### src/rtl/demux_1x4_stream.sv
// Registered 1-to-4 stream demultiplexer. Each output channel owns a one-entry
// register, so back-pressure on one channel only stalls beats addressed to it.
//
// Per-channel state (full[k]):
//   state | meaning
//   EMPTY | full=0, channel presents no beat
//   FULL  | full=1, channel holds a beat until out_ready_i[k]
module demux_1x4_stream #(
  parameter int DATA_WIDTH = 8
) (
  input  logic                  clk_i,
  input  logic                  rst_ni,
  input  logic                  in_valid_i,
  output logic                  in_ready_o,
  input  logic [DATA_WIDTH-1:0] in_data_i,
  input  logic [1:0]            sel_i,
  output logic [3:0]            out_valid_o,
  input  logic [3:0]            out_ready_i,
  output logic [DATA_WIDTH-1:0] out0_o,
  output logic [DATA_WIDTH-1:0] out1_o,
  output logic [DATA_WIDTH-1:0] out2_o,
  output logic [DATA_WIDTH-1:0] out3_o
);

  logic [3:0]            full_q;
  logic [3:0]            full_d;
  logic [3:0]            load;
  logic                  accept;
  logic [DATA_WIDTH-1:0] data_q [4];

  // Ready depends only on the addressed channel, never on in_valid_i.
  assign accept = in_valid_i & in_ready_o;

  always_comb begin
    in_ready_o = ~full_q[sel_i] | out_ready_i[sel_i];
  end

  always_comb begin
    load = 4'b0000;
    if (accept) begin
      load[sel_i] = 1'b1;
    end
  end

  always_ff @(posedge clk_i or negedge rst_ni) begin
    if (!rst_ni) begin
      full_q <= 4'b0000;
    end else begin
      full_q <= full_d;
    end
  end

  // A load always wins; otherwise a held beat stays until its ready arrives.
  always_comb begin
    full_d = 4'b0000;
    for (int k = 0; k < 4; k++) begin
      full_d[k] = load[k] | (full_q[k] & ~out_ready_i[k]);
    end
  end

  always_ff @(posedge clk_i or negedge rst_ni) begin
    if (!rst_ni) begin
      for (int k = 0; k < 4; k++) begin
        data_q[k] <= '0;
      end
    end else begin
      for (int k = 0; k < 4; k++) begin
        if (load[k]) begin
          data_q[k] <= in_data_i;
        end
      end
    end
  end

  always_comb begin
    out_valid_o = full_q;
    out0_o      = data_q[0];
    out1_o      = data_q[1];
    out2_o      = data_q[2];
    out3_o      = data_q[3];
  end

endmodule

### config.mk
export PLATFORM = sky130hd
export DESIGN_NAME = demux_1x4_stream
export DESIGN_NICKNAME = d
export VERILOG_FILES = /design/src/rtl/demux_1x4_stream.sv
export SDC_FILE = /design/constraint.sdc
export NUM_CORES = 1
export LEC_CHECK = 0
export ABC_AREA = 1
export CELL_PAD_IN_SITES_DETAIL_PLACEMENT = 1
export CELL_PAD_IN_SITES_GLOBAL_PLACEMENT = 2
export CORE_UTILIZATION = 30
export CTS_BUF_LIST = sky130_fd_sc_hd__clkbuf_4
export DETAILED_ROUTE_END_ITERATION = 7
export PLACE_DENSITY_LB_ADDON = 0.1
export SYNTH_ARGS = -nofsm -noshare
export SYNTH_HDL_FRONTEND = slang
export SYNTH_SLANG_ARGS = --single-unit
### constraint.sdc
create_clock -name clk_i -period 1.8 [get_ports clk_i]
set_clock_uncertainty 0.1 [all_clocks]
set_input_delay 0.18 -clock clk_i [delete_from_list [all_inputs] [get_ports clk_i]]
set_output_delay 0.18 -clock clk_i [all_outputs]
set_load 0.03 [all_outputs]
==> metrics.md, run 1 <==
| Metric | Value |
|---|---|
| Vias in the first global route | 1608 |
| Inst Count DP | between 300 and 400 |
| Pre-antenna DRT Iters | 4 |
| Hold Crit Class | in2async |
| Mapped Nets | just under 200 |
| Largest net degree at the start of global routing | 37 |
| N_diodes | 0 |
| Most common cell after layout, fill and taps aside | nand2_1 |
| Vias per cell | approximately 4.8 |
| Number of I/O pins | 54 |
| Avg Cell Area, Syn | 9.550 sq um |
| Gate Count Post-Synth | 177 |
| Buf+Inv Stages, Crit Path | 1 |
| Critical path class | reg2out |
| PortBufs | 53 |
| Routed wire length | between 4000 and 5000 microns |
| CTS buffer count | 5 |
| Fin cells | ~310 |
| Worst skew pair latency | between 0.3 and 0.4 ns |
| Largest delay share family, worst path | buffers and inverters |
| # rows | 26 |
| Layout Nets | 260 |
| Final setup viols | 0 |
| Commonest cells after routing, fill and taps aside | 73 x nand2_1, 52 x clkdlybuf4s50_1, 36 x dfrtp_1 |
| Worst endpoint required time | about 1.5 ns |
| CTS Root Cell | clkbuf_4 |
| Fmax achieved | between 500 and 600 MHz |
| FILL cells | roughly 620 |
| Slew Viols, Final | 0 |
| Share of layout cells above drive strength 1 | between 10% and 20% |
| Fin crit period | 1.714 ns |
| Gr ovfl total | 0 |
| Max cap viols | 0 |
| Peak supply drop | 0.0003948 V |
| Setup TNS Final | 0 ns |
| Crit-path max FO | 3 |
| Sequential area share after synthesis | between 50% and 60% |
| Status | finished clean |
| Post-route DRC | 0 |
| Synthesized area | about 1700 sq um |
| Die area | between 5000 and 6000 sq um |
| Initial cell density of the core | between 30% and 40% |
| Antenna Nets Post-Route | 0 |
| Cells along the critical path | clkdlybuf4s50_1 |
| Synth warn | 0 |
| First-pass GRT wire length | between 8000 and 9000 microns |
| DP HPWL | 3593 microns |
| Antenna violations before repair | 0 |
| Worst path max stage delay | around 0.7 ns |
| Starting DRT DRC Count | 49 |
| Worst-margin pin slew | 0.4775 ns |
| Unique cell type count in the Yosys netlist | 19 |
| Reg clk slew, reported paths | roughly 0.10 ns |
| Static Leak | roughly 1.1 nW |
| Core area | between 5000 and 6000 sq um |
| Post-CTS Hold Fix Bufs | 0 |
| Die Ht | roughly 77 microns |
| Critical Path End Type | output pin |
| Placer congestion estimate | slightly below 0.8 |
| Chip Width | between 70 and 80 microns |
| CP Launch Type | flop |
| Final Cycle Share | roughly 95% |
| Slew HR | between 60% and 70% |
| Maximum clock insertion buffer count | 2 |
| Routed WL per cell | approximately 16 microns |
| Gr usage total | a little under a fifth |
| RSZ-0062 raised after global routing | no |
| Worst EP arrival | about 1.4 ns |
| Critical-path top delay cell | clkdlybuf4s50_1 |
| # H-tree levels | 2 |
| Area Overhead vs Synth | 43.89% |
| CTS tree | yes |
| Number of synthesized register bits | 36 |
| Via count | 1513 |
| Pwr Density | 1016 nW/um^2 |
| Final hold violation count | 0 |
| CTS sink cnt | 36 |
## synth_stat cells, drive strengths merged
| cell | count | area (sq um) |
|---|---|---|
| clkinv | 1 | 3.750 |
| nand2 | 78 | 319.0 |
| dfrtp | 36 | 900.9 |
| buf | 9 | 87.58 |
| nand4 | 32 | 200.2 |
| inv | 6 | 25.02 |
| nor2 | 4 | 43.79 |
| nand3 | 7 | 90.09 |
| o21ai | 4 | 20.02 |
## per-stage QoR
step | hold WS, ns | setup slack, ns | util [%] | power (mW) | instance area [sq um]
5_1_grt | 0.1740 | 0.01547 | 46.15 | 2.629 | 2432
2_1_floorplan | -0.2156 | 0.3797 | - | 1.597 | 1690
3_3_place_gp | 0.3560 | -0.02664 | 44.66 | 2.036 | 2354
3_5_place_dp | 0.3582 | -0.07070 | 44.66 | 2.060 | 2354
4_1_cts | 0.1611 | 0.002545 | 45.73 | 2.511 | 2410
6_report | 0.1634 | 0.08642 | 46.15 | 2.472 | 2432
## worst reg2reg max path, stage by stage, from the launching register on
cell,delay [ns]
dfrtp_1,0.42
nand2_1,0.09
nand2_1,0.05
nand2_1,0.06
nand2_2,0.09
nand2_8,0.07
buf_4,0.22
nand3_4,0.17
nand2_1,0.10
nand2_1,0.05
## registers in the layout, summed over array words and instances, names as in the netlist
name         cells
out0_o           8
out1_o           8
out2_o           8
out3_o           8
out_valid_o      4
## path summary, 6_finish.rpt
path,start,end,slack [ns],cells past startpoint
min reg2reg,out2_o[2]$_DFFE_PN0P_,out2_o[2]$_DFFE_PN0P_,0.38,2
max reg2reg,out_valid_o[3]$_DFF_PN0_,out2_o[6]$_DFFE_PN0P_,0.27,9
min,rst_ni,out_valid_o[0]$_DFF_PN0_,0.16,2
max in group asynchronous,rst_ni,out3_o[7]$_DFFE_PN0P_,1.10,2
max,out_valid_o[3]$_DFF_PN0_,out_valid_o[3],0.09,1
min in group clk_i,out_ready_i[1],out_valid_o[1]$_DFF_PN0_,0.35,2
## cell families (layout without fill, tap and decap cells)
logic type      count (synthesis)  count (layout)  share of synthesized area [%]
flops                          36              36                          53.29
buf+inv                        16              83                          6.883
compound gates                  4               4                          1.184
simple gates                  121             121                          38.64
## per-layer routing
| metal | track usage [%] | routed length, microns | vias to the layer above |
|---|---|---|---|
| met4 | 5.849 | 59 | 0 |
| met2 | 28.66 | 2246 | 44 |
| met3 | 4.048 | 223 | 5 |
| met1 | 24.23 | 2338 | 732 |
| li1 | - | - | 732 |
| met5 | 0 | 0 | - |
## where the power goes
part           total (mW)  switching, mW  internal [mW]
Clock               0.431          0.267          0.164
Sequential           1.05         0.0889          0.960
Combinational       0.992          0.587          0.405
## repair_timing
item,4_1_cts,5_1_grt
setup buffers,0,2
setup endpoints to repair,0,1
gates resized for setup,0,2
## area by class of cell
class | count | area, sq um | area share [%]
clock inverter | 2 | 11.26 | 0.4630
clock buffer | 6 | 45.04 | 1.852
tap | 70 | 87.58 | 3.601
timing repair buffer | 68 | 685.7 | 28.19
multi-input combinational | 125 | 673.1 | 27.67
sequential | 36 | 900.9 | 37.04
inverter | 7 | 28.78 | 1.183
No activity file was read; power rests on OpenSTA's default activity.
==> inputs of run 2 (changes only) <==
CAP_MARGIN = 20   (was unset)
CORE_MARGIN = 4   (was unset)
==> metrics.md, run 2 (same netlist as run 1, synthesis figures left out) <==
| Metric | Value |
|---|---|
| Status | finished clean |
| Vias in the first global route | 1634 (+1.6%) |
| Reg2Reg Setup Slack | 0.31 ns (+0.04 ns) |
| Post-route DRC | 0 (unchanged) |
| N_diodes | 0 (unchanged) |
| R2r endpoint | out2_o[4]$_DFFE_PN0P_ |
| Clock share of power | 22.5% (+5.1 points) |
| First-pass GRT wire length | 8466 microns (+2.0%) |
| CTS sink cnt | 36 (unchanged) |
| Vias per cell | 4.755 (-1.3%) |
| # H-tree levels | 2 (unchanged) |
| Initial cell density of the core | 30.89% (-1.2 points) |
| Final hold violation count | 0 (unchanged) |
| Critical-path top delay cell | clkdlybuf4s50_1 |
| Critical Path Source | out1_o[1]$_DFFE_PN0P_ |
| Critical Path End Type | output pin |
| Starting DRT DRC Count | 37 (-24%) |
| Max cap viols | 0 (unchanged) |
| FILL cells | 645 (+4.9%) |
| Share of power burned in registers | 39.8% (-2.6 points) |
| Maximum clock insertion buffer count | 2 (unchanged) |
| Die Ht | 83.07 microns (+7.8%) |
| Worst endpoint required time | 1.52 ns (about the same) |
| Worst-margin pin slew | 0.4620 ns (-0.01550 ns) |
| Share of layout cells above drive strength 1 | 15.70% (-0.28 points) |
| Fmax achieved | 577.1 MHz (-1.1%) |
| Number of I/O pins | 54 (unchanged) |
| RSZ-0062 raised after global routing | no |
| Final Cycle Share | 96.27% (+1.1 points) |
| CP Launch Type | flop |
| Buf+Inv Stages, Crit Path | 1 (unchanged) |
| Net Sw Frac | 36.47% (-1.7 points) |
| Antenna Nets Post-Route | 0 (unchanged) |
| Cells along the critical path | clkdlybuf4s50_1 |
| Most common cell after layout, fill and taps aside | nand2_1 |
| Fin crit period | 1.733 ns (+0.01935 ns) |
| Fin cells | 314 (unchanged) |
| Reg clk slew, reported paths | 0.12 ns (+0.02 ns) |
| Static Leak | 1.154 nW (+0.84%) |
| Final core utilization | 44.81% (-1.3 points) |
| Via count | 1493 (-1.3%) |
| Pwr Density | 1073 nW/um^2 (+5.6%) |
| Combinational Power Share | 37.7% (-2.4 points) |
| WP depth | 1 (unchanged) |
| Worst EP arrival | 1.45 ns (+0.02 ns) |
| Pre-antenna DRT Iters | 4 (unchanged) |
| Inst Count DP | 304 (unchanged) |
| Antenna violations before repair | 0 (unchanged) |
| Worst path max stage delay | 0.70 ns (about the same) |
| Critical path class | reg2out |
| Routed WL per cell | 15.67 microns (+1.1%) |
| Largest delay share family, worst path | buffers and inverters |
| PortBufs | 53 (unchanged) |
| Hold Crit Class | in2async |
| CTS Root Cell | clkbuf_4 |
| Commonest cells after routing, fill and taps aside | 73 x nand2_1, 52 x clkdlybuf4s50_1, 36 x dfrtp_1 |
| Final setup viols | 0 (unchanged) |
| Sw power | 959.7 uW (+1.7%) |
| Internal Power | 1.672 mW (+9.4%) |
| Area Overhead vs Synth | 45.08% |
| Layout Nets | 258 (-0.77%) |
| Gr usage total | 15.23% (-2.8 points) |
| Setup TNS Final | 0 ns (unchanged) |
| Slew HR | 69.20% (+1.0 points) |
| Placer congestion estimate | 0.7902 (+1.7%) |
| # rows | 27 (+3.8%) |
| Worst skew pair latency | 0.33 ns (about the same) |
| Routed wire length | 4921 microns (+1.1%) |
| Worst R2R Start | out_valid_o[1]$_DFF_PN0_ |
| CTS tree | yes |
| Peak supply drop | 0.0004268 V (+8.1%) |
| Die area | 6900 sq um (+16%) |
| Gr ovfl total | 0 (unchanged) |
| Crit-path max FO | 2 (-1) |
| Chip Width | 83.07 microns (+7.8%) |
| Largest net degree at the start of global routing | 37 (unchanged) |
| Critical Path Sink | out1_o[1] |
| Slew Viols, Final | 0 (unchanged) |
| DP HPWL | 3778 microns (+5.1%) |
| CTS buffer count | 5 (unchanged) |
| Core area | 5473 sq um (+3.8%) |
| Worst Reg2Reg Path Length in Cells | 9 (unchanged) |
## run 2: cell count changes in the layout (fill, tap and decap cells not counted), sizes merged
cell,before,now
bufinv,0,1
clkinvlp,1,0
buf,16,14
## run 2: timing repair
action | in CTS | in global routing
setup endpoints to repair | 1 | 1
hold buffers | 0 | 0
endpoints found under the hold margin | 0 | 0
resized for setup | 0 | 1
setup buffers | 0 | 2
pin swaps | 1 | 1
## run 2: area by class of cell
type	count	area, sq um	share of cell area (%)
Clock buffer	6	45.04	1.837
Clock inverter	2	35.03	1.429
Inverter	7	28.78	1.173
Multi-Input combinational cell	125	673.1	27.45
Sequential cell	36	900.9	36.73
Tap cell	72	90.09	3.673
Timing Repair Buffer	66	679.4	27.70
## run 2: worst min path at each step
stage,end,slack (ns),depth (start not counted),from
3_3_place_gp,out2_o[7]$_DFFE_PN0P_,0.35,2,out2_o[7]$_DFFE_PN0P_
4_1_cts,out0_o[5]$_DFFE_PN0P_,0.16,2,rst_ni
5_1_grt,out2_o[7]$_DFFE_PN0P_,0.19,2,rst_ni
3_5_place_dp,out0_o[3]$_DFFE_PN0P_,0.36,2,out0_o[3]$_DFFE_PN0P_
6_report,out0_o[5]$_DFFE_PN0P_,0.15,2,rst_ni
2_1_floorplan,out0_o[0]$_DFFE_PN0P_,-0.22,0,rst_ni
## run 2: layer usage
layer | vias to the layer above | global-route usage, % | wire length [microns]
li1 | 730 | - | -
met1 | 723 | 19.03 | 2170
met2 | 34 | 25.66 | 2491
met3 | 6 | 4.762 | 216
met4 | 0 | 3.566 | 42
met5 | - | 0 | 0
## run 2: power groups by stage
stage	combinational [mW]	clock (mW)	sequential, mW
floorplan	0.233	0	1.36
finish	0.993	0.591	1.05
global route	1.07	0.645	1.07
CTS	1.00	0.607	1.05
detailed placement	1.00	0	1.07
global placement	0.985	0	1.06
## run 2: metrics by stage
step           power, mW  area [sq um]  hold slack (ns)  setup WS (ns)
2_1_floorplan      1.597          1690          -0.2156         0.3797
3_3_place_gp       2.043          2354           0.3548      -0.003083
3_5_place_dp       2.066          2354           0.3641       -0.07852
4_1_cts            2.662          2434           0.1646       0.007146
5_1_grt            2.781          2452           0.1912       0.007132
6_report           2.631          2452           0.1514        0.06707
